**config.mk**
```make
export PLATFORM = sky130hd
export DESIGN_NAME = sqrt_issue_ctrl_flat
export DESIGN_NICKNAME = d
export VERILOG_FILES = /design/src/rtl/sqrt_issue_ctrl_if.sv /design/src/rtl/sqrt_issue_ctrl.sv /design/src/flat_wrapper.sv
export SDC_FILE = /design/constraint.sdc
export NUM_CORES = 1
export LEC_CHECK = 0
export CAP_MARGIN = 15
export CELL_PAD_IN_SITES_DETAIL_PLACEMENT = 1
export CELL_PAD_IN_SITES_GLOBAL_PLACEMENT = 2
export CORE_UTILIZATION = 33
export CTS_CLUSTER_SIZE = 8
export DETAILED_ROUTE_END_ITERATION = 12
export PLACE_DENSITY_LB_ADDON = 0.15
export SYNTH_ARGS = -nofsm -noshare
export SYNTH_HDL_FRONTEND = slang
export SYNTH_SLANG_ARGS = --single-unit
```
**constraint.sdc**
```tcl
create_clock -name clk -period 9.45 [get_ports clk]
set_input_delay 1.89 -clock clk [delete_from_list [all_inputs] [get_ports clk]]
set_output_delay 1.89 -clock clk [all_outputs]
set_load 0.01 [all_outputs]
```
**src/rtl/sqrt_issue_ctrl_if.sv**
```systemverilog
// sqrt_issue_ctrl_if: operand, SquareRootModule and result channels of the sqrt issue controller
interface sqrt_issue_ctrl_if #(
    parameter int LAMP_FLOAT_E_DW = 8,
    parameter int LAMP_FLOAT_F_DW = 7
);
    localparam int W = 1 + LAMP_FLOAT_E_DW + LAMP_FLOAT_F_DW;
    localparam int F = LAMP_FLOAT_F_DW;
    logic         op_valid_i;
    logic         op_ready_o;
    logic [W-1:0] op_i;
    logic         invSqrt_i;
    logic         doSqrt_o;
    logic [F:0]   s_o;
    logic         is_exp_odd_o;
    logic         invSqrt_o;
    logic         valid_i;
    logic [2*F+1:0] res_i;
    logic         res_valid_o;
    logic         res_ready_i;
    logic [W-1:0] res_o;
    modport slave (
        input  op_valid_i, op_i, invSqrt_i, valid_i, res_i, res_ready_i,
        output op_ready_o, doSqrt_o, s_o, is_exp_odd_o, invSqrt_o, res_valid_o, res_o
    );
    modport master (
        output op_valid_i, op_i, invSqrt_i, valid_i, res_i, res_ready_i,
        input  op_ready_o, doSqrt_o, s_o, is_exp_odd_o, invSqrt_o, res_valid_o, res_o
    );
endinterface

```
**src/rtl/sqrt_issue_ctrl.sv**
```systemverilog
// sqrt_issue_ctrl: issues LAMP float (inv)sqrt operations to SquareRootModule and packs the rounded result
module sqrt_issue_ctrl #(
    parameter int LAMP_FLOAT_E_DW   = 8,
    parameter int LAMP_FLOAT_F_DW   = 7,
    parameter int LAMP_FLOAT_E_BIAS = 127
) (
    input logic clk,
    input logic rst,
    sqrt_issue_ctrl_if.slave bus
);
    localparam int E = LAMP_FLOAT_E_DW;
    localparam int F = LAMP_FLOAT_F_DW;
    localparam int W = 1 + E + F;
    localparam int R = 2 * (1 + F);
    localparam logic [E-1:0] BIAS    = E'(LAMP_FLOAT_E_BIAS);
    localparam logic [W-1:0] QNAN    = {1'b0, {E{1'b1}}, 1'b1, {(F-1){1'b0}}};
    localparam logic [W-1:0] POS_INF = {1'b0, {E{1'b1}}, {F{1'b0}}};

    typedef enum logic [1:0] {IDLE, WAIT, NORM, OUT} state_t;

    state_t         state_q, state_d;
    logic [F:0]     s_q, s_d;
    logic           odd_q, odd_d;
    logic           inv_q, inv_d;
    logic [E-1:0]   ebase_q, ebase_d;
    logic [R-1:0]   root_q, root_d;
    logic [W-1:0]   res_q, res_d;

    logic           sgn, zero, exp_max, nan, inf, special;
    logic [E-1:0]   ex, exp_unb, eb, exp_n;
    logic [F-1:0]   fr, mant;
    logic [F:0]     mant_r;
    logic           hi, guard, sticky;
    logic [W-1:0]   spec_res, norm_res;

    // Operand classification, special-case result and root normalization/RNE rounding
    always_comb begin
        sgn      = bus.op_i[W-1];
        ex       = bus.op_i[W-2:F];
        fr       = bus.op_i[F-1:0];
        zero     = ~|ex;
        exp_max  = &ex;
        nan      = exp_max & |fr;
        inf      = exp_max & ~|fr;
        special  = nan | zero | inf | sgn;
        spec_res = (nan | (sgn & ~zero)) ? QNAN :
                   zero ? (bus.invSqrt_i ? {sgn, {E{1'b1}}, {F{1'b0}}} : {sgn, {(E+F){1'b0}}}) :
                   (bus.invSqrt_i ? '0 : POS_INF);
        exp_unb  = ex - BIAS;
        eb       = E'($signed(exp_unb) >>> 1);
        hi       = root_q[R-1];
        mant     = hi ? root_q[2*F:F+1] : root_q[2*F-1:F];
        guard    = hi ? root_q[F] : root_q[F-1];
        sticky   = hi ? |root_q[F-1:0] : |root_q[F-2:0];
        mant_r   = {1'b0, mant} + {{F{1'b0}}, guard & (sticky | mant[0])};
        exp_n    = ebase_q + BIAS - {{(E-1){1'b0}}, ~hi} + {{(E-1){1'b0}}, mant_r[F]};
        norm_res = {1'b0, exp_n, mant_r[F-1:0]};
    end

    // Next-state and register-load decode for the single in-flight operation
    always_comb begin
        state_d = state_q;
        s_d     = s_q;
        odd_d   = odd_q;
        inv_d   = inv_q;
        ebase_d = ebase_q;
        root_d  = root_q;
        res_d   = res_q;
        case (state_q)
            IDLE: if (bus.op_valid_i) begin
                if (special) begin
                    res_d   = spec_res;
                    state_d = OUT;
                end else begin
                    s_d     = {1'b1, fr};
                    odd_d   = exp_unb[0];
                    inv_d   = bus.invSqrt_i;
                    ebase_d = bus.invSqrt_i ? -eb : eb;
                    state_d = WAIT;
                end
            end
            WAIT: if (bus.valid_i) begin
                root_d  = bus.res_i;
                state_d = NORM;
            end
            NORM: begin
                res_d   = norm_res;
                state_d = OUT;
            end
            OUT: if (bus.res_ready_i) state_d = IDLE;
            default: state_d = IDLE;
        endcase
    end

    // State and datapath registers, cleared asynchronously
    always_ff @(posedge clk or negedge rst) begin
        if (!rst) begin
            state_q <= IDLE;
            s_q     <= '0;
            odd_q   <= 1'b0;
            inv_q   <= 1'b0;
            ebase_q <= '0;
            root_q  <= '0;
            res_q   <= '0;
        end else begin
            state_q <= state_d;
            s_q     <= s_d;
            odd_q   <= odd_d;
            inv_q   <= inv_d;
            ebase_q <= ebase_d;
            root_q  <= root_d;
            res_q   <= res_d;
        end
    end

    assign bus.op_ready_o   = state_q == IDLE;
    assign bus.doSqrt_o     = state_q == WAIT;
    assign bus.s_o          = s_q;
    assign bus.is_exp_odd_o = odd_q;
    assign bus.invSqrt_o    = inv_q;
    assign bus.res_valid_o  = state_q == OUT;
    assign bus.res_o        = res_q;
endmodule

```
**src/flat_wrapper.sv**
```systemverilog
// flat-port wrapper written by rule: the top's interface ports become plain ports
module sqrt_issue_ctrl_flat 
#(
    parameter int LAMP_FLOAT_E_DW   = 8,
    parameter int LAMP_FLOAT_F_DW   = 7,
    parameter int LAMP_FLOAT_E_BIAS = 127
)
  (clk, rst, bus_op_valid_i, bus_op_i, bus_invSqrt_i, bus_valid_i, bus_res_i, bus_res_ready_i, bus_op_ready_o, bus_doSqrt_o, bus_s_o, bus_is_exp_odd_o, bus_invSqrt_o, bus_res_valid_o, bus_res_o);
  sqrt_issue_ctrl_if #(.LAMP_FLOAT_E_DW(LAMP_FLOAT_E_DW), .LAMP_FLOAT_F_DW(LAMP_FLOAT_F_DW)) bus_i ();
  input logic clk;
  input logic rst;
  input wire logic [$bits(bus_i.op_valid_i)-1:0] bus_op_valid_i;
  input wire logic [$bits(bus_i.op_i)-1:0] bus_op_i;
  input wire logic [$bits(bus_i.invSqrt_i)-1:0] bus_invSqrt_i;
  input wire logic [$bits(bus_i.valid_i)-1:0] bus_valid_i;
  input wire logic [$bits(bus_i.res_i)-1:0] bus_res_i;
  input wire logic [$bits(bus_i.res_ready_i)-1:0] bus_res_ready_i;
  output wire logic [$bits(bus_i.op_ready_o)-1:0] bus_op_ready_o;
  output wire logic [$bits(bus_i.doSqrt_o)-1:0] bus_doSqrt_o;
  output wire logic [$bits(bus_i.s_o)-1:0] bus_s_o;
  output wire logic [$bits(bus_i.is_exp_odd_o)-1:0] bus_is_exp_odd_o;
  output wire logic [$bits(bus_i.invSqrt_o)-1:0] bus_invSqrt_o;
  output wire logic [$bits(bus_i.res_valid_o)-1:0] bus_res_valid_o;
  output wire logic [$bits(bus_i.res_o)-1:0] bus_res_o;
  assign bus_i.op_valid_i = bus_op_valid_i;
  assign bus_i.op_i = bus_op_i;
  assign bus_i.invSqrt_i = bus_invSqrt_i;
  assign bus_i.valid_i = bus_valid_i;
  assign bus_i.res_i = bus_res_i;
  assign bus_i.res_ready_i = bus_res_ready_i;
  assign bus_op_ready_o = bus_i.op_ready_o;
  assign bus_doSqrt_o = bus_i.doSqrt_o;
  assign bus_s_o = bus_i.s_o;
  assign bus_is_exp_odd_o = bus_i.is_exp_odd_o;
  assign bus_invSqrt_o = bus_i.invSqrt_o;
  assign bus_res_valid_o = bus_i.res_valid_o;
  assign bus_res_o = bus_i.res_o;
  sqrt_issue_ctrl #(.LAMP_FLOAT_E_DW(LAMP_FLOAT_E_DW), .LAMP_FLOAT_F_DW(LAMP_FLOAT_F_DW), .LAMP_FLOAT_E_BIAS(LAMP_FLOAT_E_BIAS)) u_core (.clk(clk), .rst(rst), .bus(bus_i));
endmodule
```
Yosys cells after proc, flatten, opt, wreduce, memory -nomap -nowiden
Cells that the tools add are included.
- eq/ne operators: 7
- muxes and demuxes: 16
- bitwise operators: 11
- $lt $le $gt $ge: 0
- multipliers: 0
- add/sub/neg operators: 6
- shift operators: 0
- divide/modulo/power cells: 0
- reduce and logical (&&, ||, !) cells: 13
- operator list (operator ; number):
    16-bit 2-to-1 mux ; 4
    16-bit one-hot mux with 2 select lines ; 1
    15-bit 2-to-1 mux ; 2
    7-bit OR reduction ; 2
    3-bit AND reduction ; 3
    7-bit by 1-bit adder with 8-bit output ; 1
    8-bit by 1-bit adder with 8-bit output ; 1
    8-bit by 7-bit adder with 8-bit output (second input constant) ; 1
    2-bit 2-to-1 mux ; 4
    8-bit 2-to-1 mux ; 1
    8-bit negation ; 1
    2-bit one-hot mux with 4 select lines ; 1
    8-bit AND reduction ; 1
    8-bit OR reduction ; 1
    8-bit by 1-bit subtractor with 8-bit output ; 1
    8-bit by 7-bit subtractor with 8-bit output (second input constant) ; 1
    7-bit 2-to-1 mux ; 1
    2-bit != test (second input constant) ; 3
    6-bit OR reduction ; 1
    1-bit OR ; 5
    1-bit AND ; 4
    2-bit == test (second input constant) ; 2
    2-bit by 1-bit == test with 1-bit output (second input constant) ; 1
    1-bit zero test ; 2
    6 further kinds ; 8
- memories: 0
- bits in latches: 0
- ROM bits: 0
- register bits after elaboration: 52
- input bits: 38
- word-level logic and storage cells: 60
- output and inout port bits: 29
- memory bits (writable): 0

Logic depth before layout (Yosys ltp)
Gate-level depths: netlist of the first run.
- word-level depth: 8
- gate-level depth with buffers: 13
- depth with buffers taken out: 12

Worst setup path before layout of the first run
No wires, ideal clock.
- kind: input to register
- start: input port bus_op_i[7]
- end: register u_core.ebase_q[6]
- buffers on the path: 2
- arrival: 3211 ps
- data required time: 9319 ps
- slack: 6108 ps
- setup time: 131 ps
- stages: 7
- path through: ha_1 and4_1 nand4_1 and3_1 clkbuf_1 buf_2 o211ai_1
- word-level cells in the longest chain between the ends: 7
- elaborated cells on any way between the ends: 13
- those cells by class: 2 x add/sub; 1 x mux; 6 x bitwise; 4 x reduce/logical
- RTL lines (element ; line ; RTL):
    start, declared ; flat_wrapper.sv:13 ; input wire logic [$bits(bus_i.op_i)-1:0] bus_op_i;
    parallel branches: the longest is 7 deep, another holds 8-bit by 7-bit subtractor with 8-bit output ; -- ;
    end signal, assigned ; sqrt_issue_ctrl.sv:110 ; ebase_q <= ebase_d;
    end, declared ; sqrt_issue_ctrl.sv:25 ; logic [E-1:0] ebase_q, ebase_d;
Several ways; the timed one is not identified.
A chain may end at the register's enable or synchronous reset.

Worst setup path in the final report of the first run
- start: input port bus_op_i[7]
- end: register u_core.res_q[5], in the netlist u_core.bus.res_o[5]
- word-level cells in the longest chain between the ends: 7
- elaborated cells on any way between the ends: 17
- those cells by class: 1 x eq/ne; 5 x mux; 7 x bitwise; 4 x reduce/logical
- RTL lines (element ; line ; RTL):
    8-bit AND reduction / 8-bit OR reduction (equally long branches) ; sqrt_issue_ctrl.sv:42, sqrt_issue_ctrl.sv:41 ;
    1-bit AND, or another cell as far along ; sqrt_issue_ctrl.sv:43 ; nan = exp_max & |fr;
    1-bit OR, on equally long branches ; sqrt_issue_ctrl.sv:46, sqrt_issue_ctrl.sv:45 ;
    16-bit 2-to-1 mux / 1-bit OR (equally long branches) ; sqrt_issue_ctrl.sv:46, sqrt_issue_ctrl.sv:45 ;
    16-bit 2-to-1 mux / 1-bit OR (equally long branches) ; sqrt_issue_ctrl.sv:71, sqrt_issue_ctrl.sv:45 ;
    16-bit 2-to-1 mux / 2-bit by 1-bit != test with 1-bit output (equally long branches) ; -- ;
    16-bit one-hot mux with 2 select lines / 3-bit AND reduction (equally long branches) ; -- ;
    end signal, assigned ; sqrt_issue_ctrl.sv:112 ; res_q <= res_d;
    end, declared ; sqrt_issue_ctrl.sv:27 ; logic [W-1:0] res_q, res_d;
Parallel ways exist; a longest one is shown, timed or not. The select of a mux whose other input is x is not followed.

==> results of run 1 <==
==> layout make-up <==
type,count,area [um2]
Timing Repair Buffer,68,671
Clock inverter,3,68.8
Tap cell,108,135
Inverter,21,78.8
Clock buffer,5,68.8
Multi-Input combinational cell,240,1620
Fill cell,1013,4900
Sequential cell,52,1300
==> Yosys cell counts (2+ instances only) <==
master	count	area share, %
nand2_1	59	7.2
dfrtp_1	52	42
inv_1	21	2.6
mux2_2	16	5.9
nand3_1	15	2.5
ha_1	14	5.7
nor2_1	13	1.6
o21ai_0	13	2.1
nor3_1	10	1.6
xor2_1	10	2.9
a31oi_1	9	1.8
buf_2	8	1.3
xnor2_1	8	2.3
mux2i_1	7	2.3
a21oi_1	6	0.98
nand2b_1	6	1.2
o211ai_1	6	1.5
clkbuf_1	5	0.61
nand4_1	4	0.82
o21a_1	4	0.98
a21o_1	3	0.74
nor4_1	3	0.61
o221ai_1	3	0.86
a211oi_1	2	0.49
fa_1	2	1.3
o21ai_1	2	0.33
o31ai_1	2	0.49
o41ai_1	2	0.57
or4_1	2	0.49
==> metrics by stage <==
step | total power [mW] | util, % | setup WS [ns] | cell area, um2
floorplan | 0.816 | - | 6.11 | 3060
global placement | 1.03 | 43.0 | 5.04 | 3810
detailed placement | 1.05 | 43.0 | 4.97 | 3810
CTS | 1.24 | 44.6 | 5.29 | 3940
global route | 1.33 | 44.6 | 5.08 | 3940
finish | 1.22 | 44.6 | 5.31 | 3940
==> power breakdown <==
part | switching (mW) | internal, mW | leakage, nW | total (mW)
logic | 0.320 | 0.306 | 0.990 | 0.626
clock network | 0.0802 | 0.107 | 0.0687 | 0.187
registers | 0.0831 | 0.325 | 0.627 | 0.408
total | 0.483 | 0.738 | 1.69 | 1.22
==> cell usage in the layout (no fill, tap or decap), types with 4 or more instances in the layout <==
cell,instances
xnor2_1,8
nand4_1,4
nand2_1,59
a31oi_1,9
nor2_1,13
ha_1,14
dfrtp_1,52
nand3_1,15
mux2i_1,7
a21oi_1,6
nand2b_1,6
mux2_2,16
xor2_1,10
o21a_1,4
clkdlybuf4s50_1,65
inv_1,21
o21ai_0,13
o211ai_1,6
nor3_1,10
clkbuf_8,5
==> path summary, 6_finish.rpt <==
kind | from | endpoint | slack, ns | cells past startpoint
worst max-delay path | bus_op_i[7] | u_core.bus.res_o[5] | 5.31 | 7
worst min-delay path | u_core.bus.res_o[1] | u_core.bus.res_o[1] | 0.48 | 2
max in group asynchronous | rst | u_core.root_q[4] | 7.31 | 2
worst min register to register | u_core.bus.res_o[1] | u_core.bus.res_o[1] | 0.48 | 2
min in group asynchronous | rst | u_core.bus.res_o[12] | 1.68 | 2
worst max register to register | u_core.root_q[15] | u_core.bus.res_o[14] | 5.51 | 12
==> kinds of logic after synthesis <==
kind of cell / count (synthesis) / synth area share, %
xor gates and xnor gates: 18 / 5.15
DFF: 52 / 42.5
muxes: 24 / 8.54
adders and majority gates: 16 / 7.03
buffers and inverters: 35 / 4.62
AOI/OAI and AO/OA: 60 / 13.4
and+or+nand+nor: 122 / 18.8
==> flip-flops by register name, indices dropped and copies added (netlist names) <==
signal and cells:
u_core.bus.s_o 8, u_core.bus.res_o 16, u_core.bus.is_exp_odd_o 1, u_core.bus.invSqrt_o 1
u_core.state_q 2, u_core.root_q 16, u_core.ebase_q 8
==> worst max-delay path: cells and delay by family <==
kind | cells | cell delay, ns
AO/OA/AOI/OAI | 2 | 0.93
AND/OR/NAND/NOR | 3 | 0.72
buffers and inverters | 1 | 0.56
adder cells (fa/ha/maj) | 1 | 0.25
==> metal layers <==
layer	GRT usage [%]	up-vias	wire, um
li1	-	1276	-
met1	21.3	1213	3650
met2	26.3	43	3530
met3	2.65	8	197
met4	4.36	0	77
met5	0	-	0
==> qor.yml, run 1 <==
setup_path:
  slowest_stage: "a21oi_2"
  path_cells: "clkdlybuf4s50_1 > ha_1 > and4_1 > nand4_1 > a21oi_2 > nand2_1 > o31ai_1"
  cp-start-kind: "input pin"
  max_stage_delay_ns: 0.66
  required_ns: 9.68
  cp-end-kind: "register"
  crit_path_max_fanout: 16
  critical_path_class: "input pin to register"
  crit_arrival_ns: 4.36
clock_network:
  insertion_delay_ns: 0.32
  htreeDepth: 2
  cts-resized-gates: 0
  cts_buffer_depth: 2
  clock-sinks: 52
  hold_buffers: 0
  cts_buffers: 5
  cts.clk_slew.worst_paths_ns: 0.10
  cts-root-buf: "clkbuf_8"
  post-cts-setup-buffers: 0
  cts_tree: "done"
global_routing:
  grt_pass1_wl_mm: 12.3
  grt_usage_pct: 15.8
  grt_max_degree: 53
  grt_pass1_vias: 2541
  gr-total-overflow: 0
  antenna_found_initial: 0
yosys:
  syn_avg_cell_area_um2: 9.37
  ys_async_sr_fraction_pct: 100
  synth_flop_cell: "dfrtp_1"
  syn_inst: 327
  ys_warn_count: 0
  synth_seq_area_share_pct: 42.5
  synth_edf_count: 0
  synth_area_um2: 3060
  synth.distinct_cells: 49
  ys_ff_latch: 52
  syn-num-nets: 381
routing:
  vias_per_cell: 5.11
  num_vias: 2540
  drt_wl_total_mm: 7.46
  firstDrtPassIters: 6
  drt_iter0_drc: 45
  drc: 0
  drt-wirelength-per-cell_um: 15.0
  ant_nets: 0
run:
  drv_cap: 0
placement:
  place_inst: 489
  dp_hpwl_mm: 5.63
  place.gp.congestion: 0.849
  io_buffers: 66
pwr:
  leakage_nw: 1.69
  power_density_nw_per_um2: 310
  irDropWorstVdd_mv: 0.106
floorplan:
  row_count: 34
  die_y_um: 98.3
  dieArea_um2: 9670
  die_x_um: 98.3
  io_pins: 67
  initial_utilization_pct: 34.6
  core_region_area_um2: 8850
timing:
  fin_skew_ns: 0.0158
  slew_violations: 0
  worst_slew_pin_slew_ns: 0.719
  hold_ws_ns: 0.482
  period_needed_ns: 4.14
  max_freq_mhz: 242
  relSlewSlack_pct: 52.0
  post-route-period-util_pct: 43.8
  finalSetupViolCount: 0
  hold_viol: 0
  rsz0062_at_grt: "false"
  tns_ns: 0
finish:
  instances_no_fill: 497
  area_growth_syn_to_layout_pct: 28.8
  finalNetCount: 442
  drive_above_1_share_pct: 7.97
  n_antenna_cell: 0
status:
  status: "completed"
min_path:
  hp-class: "register to register"
(Power assumes the default switching activity.)
==> run 2, diff against run 1 <==
- CORE_UTILIZATION: 33 -> 28
- clock period: 9.45 -> 3.5 ns (I/O delays scaled with it)
==> run 2 against run 1 <==
  * Critical path depth rose by 5
  * Design area rose by 2.1%
  * Via count rose by 2.0%
  * Critical path type is now register to register
  * Hold slack got worse by 0.00073 ns
  * Critical endpoint is now u_core.bus.res_o[14]
  * Clock power rose by 87%
  * Largest cell class unchanged
  * Non-clock buffer count rose by 7
==> qor.yml, run 2 (synthesis gave the netlist of run 1 again) <==
finish:
  n_antenna_cell: 0  # unchanged
  fillers: 1235  # +22%
  final_common_cell: "clkdlybuf4s50_1"
  layout_common_cells: "65 x clkdlybuf4s50_1, 59 x nand2_1, 51 x dfrtp_1, 20 x inv_1, 16 x mux2_2"
  final_area_um2: 4030  # +2.1%
  drive_above_1_share_pct: 12.4  # +4.4 points
  regArea_um2: 1300  # about the same
  multi_input_area_um2: 1670  # +2.8%
  finalNetCount: 449  # +1.6%
  area_growth_syn_to_layout_pct: 31.5
routing:
  drc: 0  # unchanged
  drt-wirelength-per-cell_um: 15.0  # -0.23%
  firstDrtPassIters: 4  # -2
  drt_iter0_drc: 67  # +49%
  ant_nets: 0  # unchanged
  vias_per_cell: 4.87  # -4.7%
  num_vias: 2590  # +2.0%
  drt_wl_total_mm: 7.96  # +6.8%
placement:
  dp_hpwl_mm: 6.11  # +8.5%
  io_buffers: 66  # unchanged
  placed_area_um2: 3890  # +2.1%
  dpl_worst_slack_ns: 0.0591  # -4.91 ns
  place.gp.congestion: 0.818  # -3.7%
setup_path:
  r2r_start: "u_core.root_q[15]"
  critical_path_class: "register to register"
  rr_worst_depth: 12  # unchanged
  crit_path_end: "u_core.bus.res_o[14]"
  rr_endpoint: "u_core.bus.res_o[14]"
  rrSetupSlack_ns: 0.18  # -5.33 ns
  worstSetupStartpoint: "u_core.root_q[15]"
  crit_path_max_fanout: 7  # -9
  cp-start-kind: "register"
  path_cells: "mux2i_2 > or4b_4 > or4_4 > fa_2 > inv_2 > ha_4 > fa_2 > a21o_1 > a21oi_1 > nand2b_4 > a211oi_2 > a31oi_1"
  cp-end-kind: "register"
  worst_path_most_repeated_cell: "fa_2"
  slowest_stage: "or4_4"
  max_stage_delay_ns: 0.55  # -0.11 ns
  crit_arrival_ns: 3.49  # -0.87 ns
  required_ns: 3.67  # -6.01 ns
pwr:
  p_switching_mw: 1.35  # +180%
  seq_power_share_pct: 33.1  # -0.3 points
  combPwrFrac_pct: 56.3  # +5.0 points
  clockPowerShare_pct: 10.6  # -4.7 points
  irDropWorstVdd_mv: 0.223  # +110%
  p_int_mw: 1.94  # +160%
  leakage_nw: 1.71  # +1.3%
  p_total_mw: 3.29  # +170%
  swShare_pct: 41.1  # +1.5 points
  power_density_nw_per_um2: 816  # +160%
clock_network:
  cts_tree: "done"
  cts_buffer_depth: 2  # unchanged
  cts.clk_slew.worst_paths_ns: 0.10  # about the same
  insertion_delay_ns: 0.31  # about the same
  htreeDepth: 2  # unchanged
  clock-sinks: 52  # unchanged
  hold_buffers: 0  # unchanged
  cts-root-buf: "clkbuf_8"
  cts_buffers: 5  # unchanged
timing:
  period_needed_ns: 3.32
  worst_slew_pin_slew_ns: 0.708  # -0.0110 ns
  relSlewSlack_pct: 52.8  # +0.73 points
  slew_violations: 0  # unchanged
  finalSetupViolCount: 0  # unchanged
  max_freq_mhz: 301
  tns_ns: 0  # unchanged
  fin_skew_ns: 0.00704  # -0.00876 ns
  hold_viol: 0  # unchanged
  setup_slack_ns: 0.180  # -5.13 ns
  post-route-period-util_pct: 94.8
  rsz0062_at_grt: "false"
global_routing:
  antenna_found_initial: 0  # unchanged
  gr-total-overflow: 0  # unchanged
  grt_pass1_wl_mm: 13.6  # +11%
  grt_max_degree: 53  # unchanged
  grt_pass1_vias: 2688  # +5.8%
  grt_usage_pct: 14.9  # -0.94 points
floorplan:
  io_pins: 67  # unchanged
  core_region_area_um2: 10500  # +18%
  die_y_um: 107  # +8.4%
  dieArea_um2: 11400  # +17%
  initial_utilization_pct: 29.3  # -5.3 points
  row_count: 37  # +8.8%
  die_x_um: 107  # +8.4%
status:
  status: "completed"
run:
  drv_cap: 0  # unchanged
min_path:
  hp-class: "register to register"
[run 2: cell types whose count changed in the layout (fill, tap and decap cells not counted), sizes merged]
cell    delta
clkinv     +3
bufinv     -2
buf        +7
inv        -1
[run 2: repair_timing]
action	in CTS	in global routing
buffers inserted	0	1
resized for setup	0	12
endpoints found under the setup margin	0	1
[run 2: worst min path at each step]
stage	from	end	slack, ns	cells past startpoint
final	u_core.bus.res_o[4]	u_core.bus.res_o[4]	0.48	2
after global routing	u_core.bus.s_o[4]	u_core.bus.s_o[4]	0.52	2
after CTS	u_core.bus.s_o[7]	u_core.bus.s_o[7]	0.49	1
after detailed placement	u_core.bus.s_o[7]	u_core.bus.s_o[7]	0.46	1
after global placement	u_core.bus.res_o[1]	u_core.bus.res_o[1]	0.46	2
after floorplan	rst	u_core.bus.invSqrt_o	0.40	0
[run 2: metrics by stage]
step	utilization, %	std cells	hold WS [ns]
2_1_floorplan	-	327	0.404
3_3_place_gp	37.1	523	0.457
3_5_place_dp	37.1	523	0.458
4_1_cts	38.0	531	0.487
5_1_grt	38.5	532	0.521
6_report	38.5	532	0.481
[run 2: area by class of cell]
cell class,instances,area share (%)
multi-input combinational,240,41.3
sequential,52,32.3
inverter,21,1.96
clock buffer,5,1.71
clock inverter,3,0.466
tap,136,4.22
timing repair buffer,75,18.0
[run 2: power groups by stage]
| stage | clock network, mW | logic, mW | registers (mW) |
|---|---|---|---|
| final | 0.349 | 1.85 | 1.09 |
| after global routing | 0.392 | 2.08 | 1.14 |
| after CTS | 0.365 | 1.81 | 1.09 |
| after detailed placement | 0 | 1.80 | 1.10 |
| after global placement | 0 | 1.76 | 1.09 |
| after floorplan | 0 | 1.09 | 1.11 |
[run 2: worst max-delay path, delay by kind of cell (launching register included)]
kind                       cells  cell delay (ns)
muxes                          1             0.18
AOI/OAI and AO/OA              4             0.53
adders and majority gates      3             0.68
DFF                            1             0.48
buffers and inverters          1             0.07
and+or+nand+nor                3             1.24
[run 2: metal layers]
layer  part of all wire [%]  up-vias  track usage, %  wire [um]
met4                    1.0        0            3.23         82
li1                       -     1290               -          -
met5                      0        -               0          0
met1                     49     1251            21.0       3920
met2                     47       43            23.9       3710
met3                    3.2        6            2.37        252
